<file path="src/rtl/nanov_spi_mem_arbiter.sv">
// Shares the nanoV bit-serial SPI memory bus between instruction fetch and data load/store.
// Latency: select drops 1 cycle after grant; done pulses 32+8*nbytes cycles later (fetch: 64).
// Backpressure: requests are held until their done pulse; data wins ties, grants only in IDLE/GAP exit.
module nanov_spi_mem_arbiter #(
  parameter int          ADDR_BITS = 24,
  parameter int          CS_GAP    = 1,
  parameter logic [7:0]  CMD_READ  = 8'h03,
  parameter logic [7:0]  CMD_WRITE = 8'h02
) (
  input  logic                 clk,
  input  logic                 rst,
  input  logic                 f_req,
  input  logic [ADDR_BITS-1:0] f_addr,
  output logic                 f_done,
  input  logic                 d_req,
  input  logic                 d_we,
  input  logic [1:0]           d_len,
  input  logic [ADDR_BITS-1:0] d_addr,
  input  logic [31:0]          d_wdata,
  output logic                 d_done,
  output logic [31:0]          rdata,
  output logic                 busy,
  output logic                 spi_select,
  output logic                 spi_out,
  input  logic                 spi_data_in
);

  // Outgoing stream is {cmd, addr, up to four data bytes}, MSB of the vector goes out first.
  localparam int TXW = 8 + ADDR_BITS + 32;
  localparam int IW  = $clog2(TXW + 1);
  localparam int GW  = (CS_GAP > 1) ? $clog2(CS_GAP) : 1;
  localparam logic [IW-1:0] CMD_END  = IW'(8);
  localparam logic [IW-1:0] ADDR_END = IW'(8 + ADDR_BITS);

  typedef enum logic [2:0] {IDLE, CMD, ADDR, DATA, DONE, GAP} state_t;

  state_t          state;
  logic [TXW-1:0]  tx;
  logic [31:0]     rx;
  logic [IW-1:0]   bit_idx;
  logic [IW-1:0]   last_idx;
  logic [2:0]      nbytes;
  logic            is_read;
  logic            is_fetch;
  logic [GW-1:0]   gap_cnt;

  logic            can_grant;
  logic            grant_d;
  logic            grant_f;
  logic            g_write;
  logic [2:0]      g_nbytes;
  logic [ADDR_BITS-1:0] g_addr;
  logic [TXW-1:0]  tx_init;
  logic [IW-1:0]   g_last;
  logic [IW-1:0]   next_idx;
  logic [31:0]     rx_next;
  logic [31:0]     rd_fmt;

  // Arbitration, transaction setup values and read-data byte reordering.
  always_comb begin
    can_grant = (state == IDLE) || ((state == GAP) && (gap_cnt == '0));
    grant_d   = can_grant && d_req;
    grant_f   = can_grant && !d_req && f_req;
    g_write   = grant_d && d_we;
    g_nbytes  = 3'd4;
    if (grant_d) begin
      case (d_len)
        2'd0:    g_nbytes = 3'd1;
        2'd1:    g_nbytes = 3'd2;
        default: g_nbytes = 3'd4;
      endcase
    end
    g_addr   = grant_d ? d_addr : f_addr;
    // Write bytes go out in byte-0-first order, so byte 0 lands at the top.
    tx_init  = {(g_write ? CMD_WRITE : CMD_READ), g_addr,
                (g_write ? {d_wdata[7:0], d_wdata[15:8], d_wdata[23:16], d_wdata[31:24]} : 32'h0)};
    g_last   = ADDR_END + IW'({g_nbytes, 3'b000}) - IW'(1);
    next_idx = bit_idx + IW'(1);
    // Includes the bit sampled on the current edge so the last bit reaches rdata.
    rx_next  = {rx[30:0], spi_data_in};
    case (nbytes)
      3'd1:    rd_fmt = {24'h0, rx_next[7:0]};
      3'd2:    rd_fmt = {16'h0, rx_next[7:0], rx_next[15:8]};
      default: rd_fmt = {rx_next[7:0], rx_next[15:8], rx_next[23:16], rx_next[31:24]};
    endcase
  end

  // Bus sequencer: one stream bit per select-low cycle, then DONE pulse and chip-select gap.
  always_ff @(posedge clk) begin
    if (rst) begin
      state      <= IDLE;
      tx         <= '0;
      rx         <= '0;
      bit_idx    <= '0;
      last_idx   <= '0;
      nbytes     <= 3'd4;
      is_read    <= 1'b0;
      is_fetch   <= 1'b0;
      gap_cnt    <= '0;
      f_done     <= 1'b0;
      d_done     <= 1'b0;
      rdata      <= '0;
      busy       <= 1'b0;
      spi_select <= 1'b1;
      spi_out    <= 1'b0;
    end else begin
      f_done <= 1'b0;
      d_done <= 1'b0;
      case (state)
        IDLE: ;
        CMD, ADDR, DATA: begin
          if (state == DATA && is_read) rx <= rx_next;
          if (bit_idx == last_idx) begin
            state      <= DONE;
            spi_select <= 1'b1;
            spi_out    <= 1'b0;
            if (is_read) rdata <= rd_fmt;
            if (is_fetch) f_done <= 1'b1;
            else          d_done <= 1'b1;
          end else begin
            bit_idx <= next_idx;
            spi_out <= tx[TXW-1];
            tx      <= tx << 1;
            if (next_idx < CMD_END)       state <= CMD;
            else if (next_idx < ADDR_END) state <= ADDR;
            else                          state <= DATA;
          end
        end
        DONE: begin
          busy    <= 1'b0;
          state   <= GAP;
          gap_cnt <= GW'(CS_GAP - 1);
        end
        GAP: begin
          if (gap_cnt == '0) state <= IDLE;
          else               gap_cnt <= gap_cnt - GW'(1);
        end
        default: state <= IDLE;
      endcase
      // A grant overrides the GAP->IDLE step so a held request restarts without an idle cycle.
      if (grant_d || grant_f) begin
        state      <= CMD;
        spi_select <= 1'b0;
        spi_out    <= tx_init[TXW-1];
        tx         <= tx_init << 1;
        rx         <= '0;
        bit_idx    <= '0;
        last_idx   <= g_last;
        nbytes     <= g_nbytes;
        is_read    <= !g_write;
        is_fetch   <= grant_f;
        busy       <= 1'b1;
      end
    end
  end

endmodule

</file>
<file path="config.mk">
export PLATFORM = sky130hd
export DESIGN_NAME = nanov_spi_mem_arbiter
export DESIGN_NICKNAME = d
export VERILOG_FILES = /design/src/rtl/nanov_spi_mem_arbiter.sv
export SDC_FILE = /design/constraint.sdc
export NUM_CORES = 1
export LEC_CHECK = 0
export CAP_MARGIN = 20
export CORE_ASPECT_RATIO = 0.6
export CORE_UTILIZATION = 59
export DETAILED_ROUTE_END_ITERATION = 16
export GPL_TIMING_DRIVEN = 1
export PLACE_DENSITY_LB_ADDON = 0.05
export RECOVER_POWER = 25
export REMOVE_ABC_BUFFERS = 1
export SYNTH_ARGS = -nofsm -noshare
export SYNTH_HDL_FRONTEND = slang
export SYNTH_SLANG_ARGS = --single-unit
export TNS_END_PERCENT = 100
</file>
<file path="constraint.sdc">
create_clock -name clk -period 5.4 [get_ports clk]
set_input_delay 1.08 -clock clk [delete_from_list [all_inputs] [get_ports clk]]
set_output_delay 1.08 -clock clk [all_outputs]
set_load 0.02 [all_outputs]
</file>
==> impl_summary.txt <==
----------------------------------------------------
[Run status]
  Run status ... complete, but fails checks
  Violated checks ... max-capacitance violations, max-slew violations

[Logic synthesis]
  Simple logic cell fraction of the synthesized area ... 0.247
  Post-synthesis share of cell area spent on xor and xnor gates ... 0.0105
  Mux share of post-synthesis cell area ... 0.0527
  Most used DFF post-synth ... dfxtp_1
  Avg Cell Area, Syn ... between 8 and 9 um^2
  Post-Synthesis Cell Area ... ~8300 um^2
  Post-synth EDFFs ... 0
  Area leader, netlist ... dfxtp_1
  Dominant combinational cell family by area after synthesis ... compound AO/OA/AOI/OAI gates
  Post-synth cell types ... 55
  Flops & latches, synth ... approximately 150
  Post-Synth Adder-Cell Area ... 0.00301
  Share of async-settable or async-resettable flops after synthesis ... 0
  Post-synthesis instance total ... 1027
  Sequential area share after synthesis ... 0.364
  Synth Area in Compound Gates ... 0.256
  Top-area cell type share of the netlist area ... 0.364
  Yosys Warn Count ... 0
  Cell types occupying the most area after synthesis ... dfxtp_1, a21oi_1, o21ai_0, o211ai_1, nand2_1

[Floorplan]
  Floorplan die width ... 155 um
  I/O pin cnt ... 125
  Row count ... 33
  Die Y ... 94.0 um
  Floorplan core area ... 13700 um^2
  Overall die area ... ~15000 um^2
  Starting Density ... 0.607

[GRT]
  Remaining global-route overflow ... 0
  Maximum number of pins on one net before global-route repair ... 74
  Initial antenna violation count ... 0
  Number of global-route vias before repair ... 6994
  First-pass GRT wire length ... between 30 and 40 mm
  Total track usage ... 0.311

[Job]
  MaxCap Viol Count ... 1

[Hold path]
  Critical hold path startpoint ... rdata[24]$_SDFFE_PP0P_
  Hold path endpoint ... rdata[24]$_SDFFE_PP0P_
  Worst min path class ... register to register
  Cell depth of the worst hold path ... 2

[STA]
  Max Clk Rate ... approximately 250 MHz
  Setup Viol. Count Final ... 0
  Share of the clock period used by the worst path after layout ... 0.736
  Max Clock Skew ... 0.0131 ns
  Post-layout min period ... 3.97 ns
  Accumulated negative setup slack ... 0 ns
  Setup repair after global routing missed its margin ... false
  Slew at the pin closest to its max-slew limit ... 1.92 ns
  Number of max-slew violations in the final report ... 40
  Max-slew headroom ... -0.281
  Fin Hold WS ... 0.466 ns
  Final Hold Vio Count ... 0
  Setup ws final ... 1.43 ns

[Placement]
  Final HPWL DP ... between 10 and 15 mm
  Weighted congestion at the end of routability-driven global placement ... 0.852
  Number of I/O port buffers ... 124
  Placement-stage worst setup slack ... 1.45 ns

[Clock tree]
  Number of buffers between clock root and the deepest sink ... 2
  Maximum level of the CTS H-tree ... 4
  TritonCTS clock tree ... done
  Insertion delay of the later-clocked pin in the worst-skew pair ... around 0.42 ns
  Clock Root Buffer ... clkbuf_16
  Hold buffer count at cts ... 0
  Postcts setup bufs ... 0
  Number of clock buffers inserted by TritonCTS ... 17
  CTS Sinks ... 151
  Clock slew at reported path FFs ... 0.06 ns
  CTS-repair resized insts ... 0

[Final layout]
  Area overhead of the layout relative to synthesis ... 22.6%
  Final-stage net count ... around 1200
  Fraction of layout cells with a size suffix above 1 ... 0.0846
  Layout Utilization ... 0.744
  Highest-count cells in the layout ignoring fill and taps ... dfxtp_1, a21oi_1, nand2_1, o21ai_0, clkdlybuf4s50_1
  Most common cell after layout, fill and taps aside ... dfxtp_1
  Final antenna diode count ... 0

[Power and ir drop]
  Leakage ... roughly 3.8 nW
  Pwr/cell area ... 304 nW/um^2
  Peak VDD IR ... about 0.23 mV
  Overall power consumption ... 3.10 mW

[Worst setup path]
  Reg2Reg Setup Slack ... ~1.4 ns
  Startpoint of the most critical register-to-register path ... bit_idx[0]$_SDFFE_PP0P_
  WP data required ... 5.72 ns
  Logic depth of the worst register-to-register path ... 5
  Critical Path Start Type ... register
  Critical path fanouts, max ... 39
  Reg-to-reg critical path endpoint ... tx[59]$_SDFFE_PP0P_
  Critical Path Sink Type ... register
  CP Class ... register to register
  Worst endpoint data arrival time ... roughly 4.3 ns

[Detailed routing]
  DRT Pass-1 Iters ... 5
  Remaining antenna violation count after routing ... 0
  Drt total wl ... around 22 mm
  Wire length per cell ... 17.3 um
  Vias ... slightly below 8000
  Number of violations reported at the end of detailed-routing iteration 0 ... 939
  DRC errors left ... 0
  Via density ... 6.15

----------------------------------------------------
==> stage by stage <==
stage,instances,cell area [um^2]
global route,1291,10200
global placement,1258,9570
detailed placement,1259,9580
finish,1291,10200
CTS,1289,10200
floorplan,922,7890
==> power breakdown <==
part | internal, mW | switching, mW
combinational | 0.255 | 0.401
sequential | 1.18 | 0.0512
clock | 0.734 | 0.475
total | 2.17 | 0.928
==> metal layers <==
metal  up-vias  GRT usage  share of wire
met4         0     0.0735         0.0051
li1       3822          -              -
met3        10     0.0558          0.080
met1      3766      0.484           0.50
met2       345      0.434           0.41
met5         -          0              0
==> how the worst max path moves through the flow <==
stage / to / slack [ns] / from
after floorplan: tx[10]$_SDFFE_PP0P_ / 0.53 / state[0]$_SDFFE_PP0P_
after global placement: tx[26]$_SDFFE_PP0P_ / 1.49 / f_req
after detailed placement: tx[10]$_SDFFE_PP0P_ / 1.45 / f_req
after CTS: tx[10]$_SDFFE_PP0P_ / 1.86 / f_req
after global routing: tx[57]$_SDFFE_PP0P_ / 1.19 / bit_idx[0]$_SDFFE_PP0P_
final: tx[59]$_SDFFE_PP0P_ / 1.43 / bit_idx[0]$_SDFFE_PP0P_
==> cells in the mapped netlist (11+ instances only) <==
library cell	n
o211ai_1	57
nor3b_1	17
or3_1	31
mux2_2	28
dfxtp_1	151
inv_1	34
nor2b_1	64
and3b_1	24
nand4_1	22
o21ai_0	91
nor4bb_1	24
clkbuf_1	92
a22o_1	24
nand2_1	108
a21oi_1	113
nand2b_1	15
nor2_1	11
==> critical path: stages (launching register included) <==
cell and delay, ns:
dfxtp_1 0.36, nor4_1 0.54, o211a_1 0.85, clkbuf_1 1.44, a21oi_4 0.31, o31ai_1 0.36
==> cell type report <==
type | instances | area (um^2)
inverters | 34 | 128
flip-flops and latches | 151 | 3020
multi-input cells | 737 | 4780
clock inverters | 12 | 153
clock buffers | 18 | 439
well taps | 192 | 240
repair buffers | 147 | 1440
fillers | 1090 | 3510
==> cell families (layout without fill, tap and decap cells) <==
logic type	count (synthesis)	count (layout)
XOR/XNOR	10	10
buffers and inverters	139	211
AND/OR/NAND/NOR	345	345
AO/OA/AOI/OAI	340	340
adder cells (fa/ha/maj)	2	2
flip-flops	151	151
multiplexers	40	40
==> registers in the layout (all words and copies together), names as in the netlist, 3 cells and up <==
register / count
last_idx: 5
nbytes: 3
rdata: 32
bit_idx: 7
tx: 63
state: 3
rx: 31
Power figures use the tool's default switching activity.
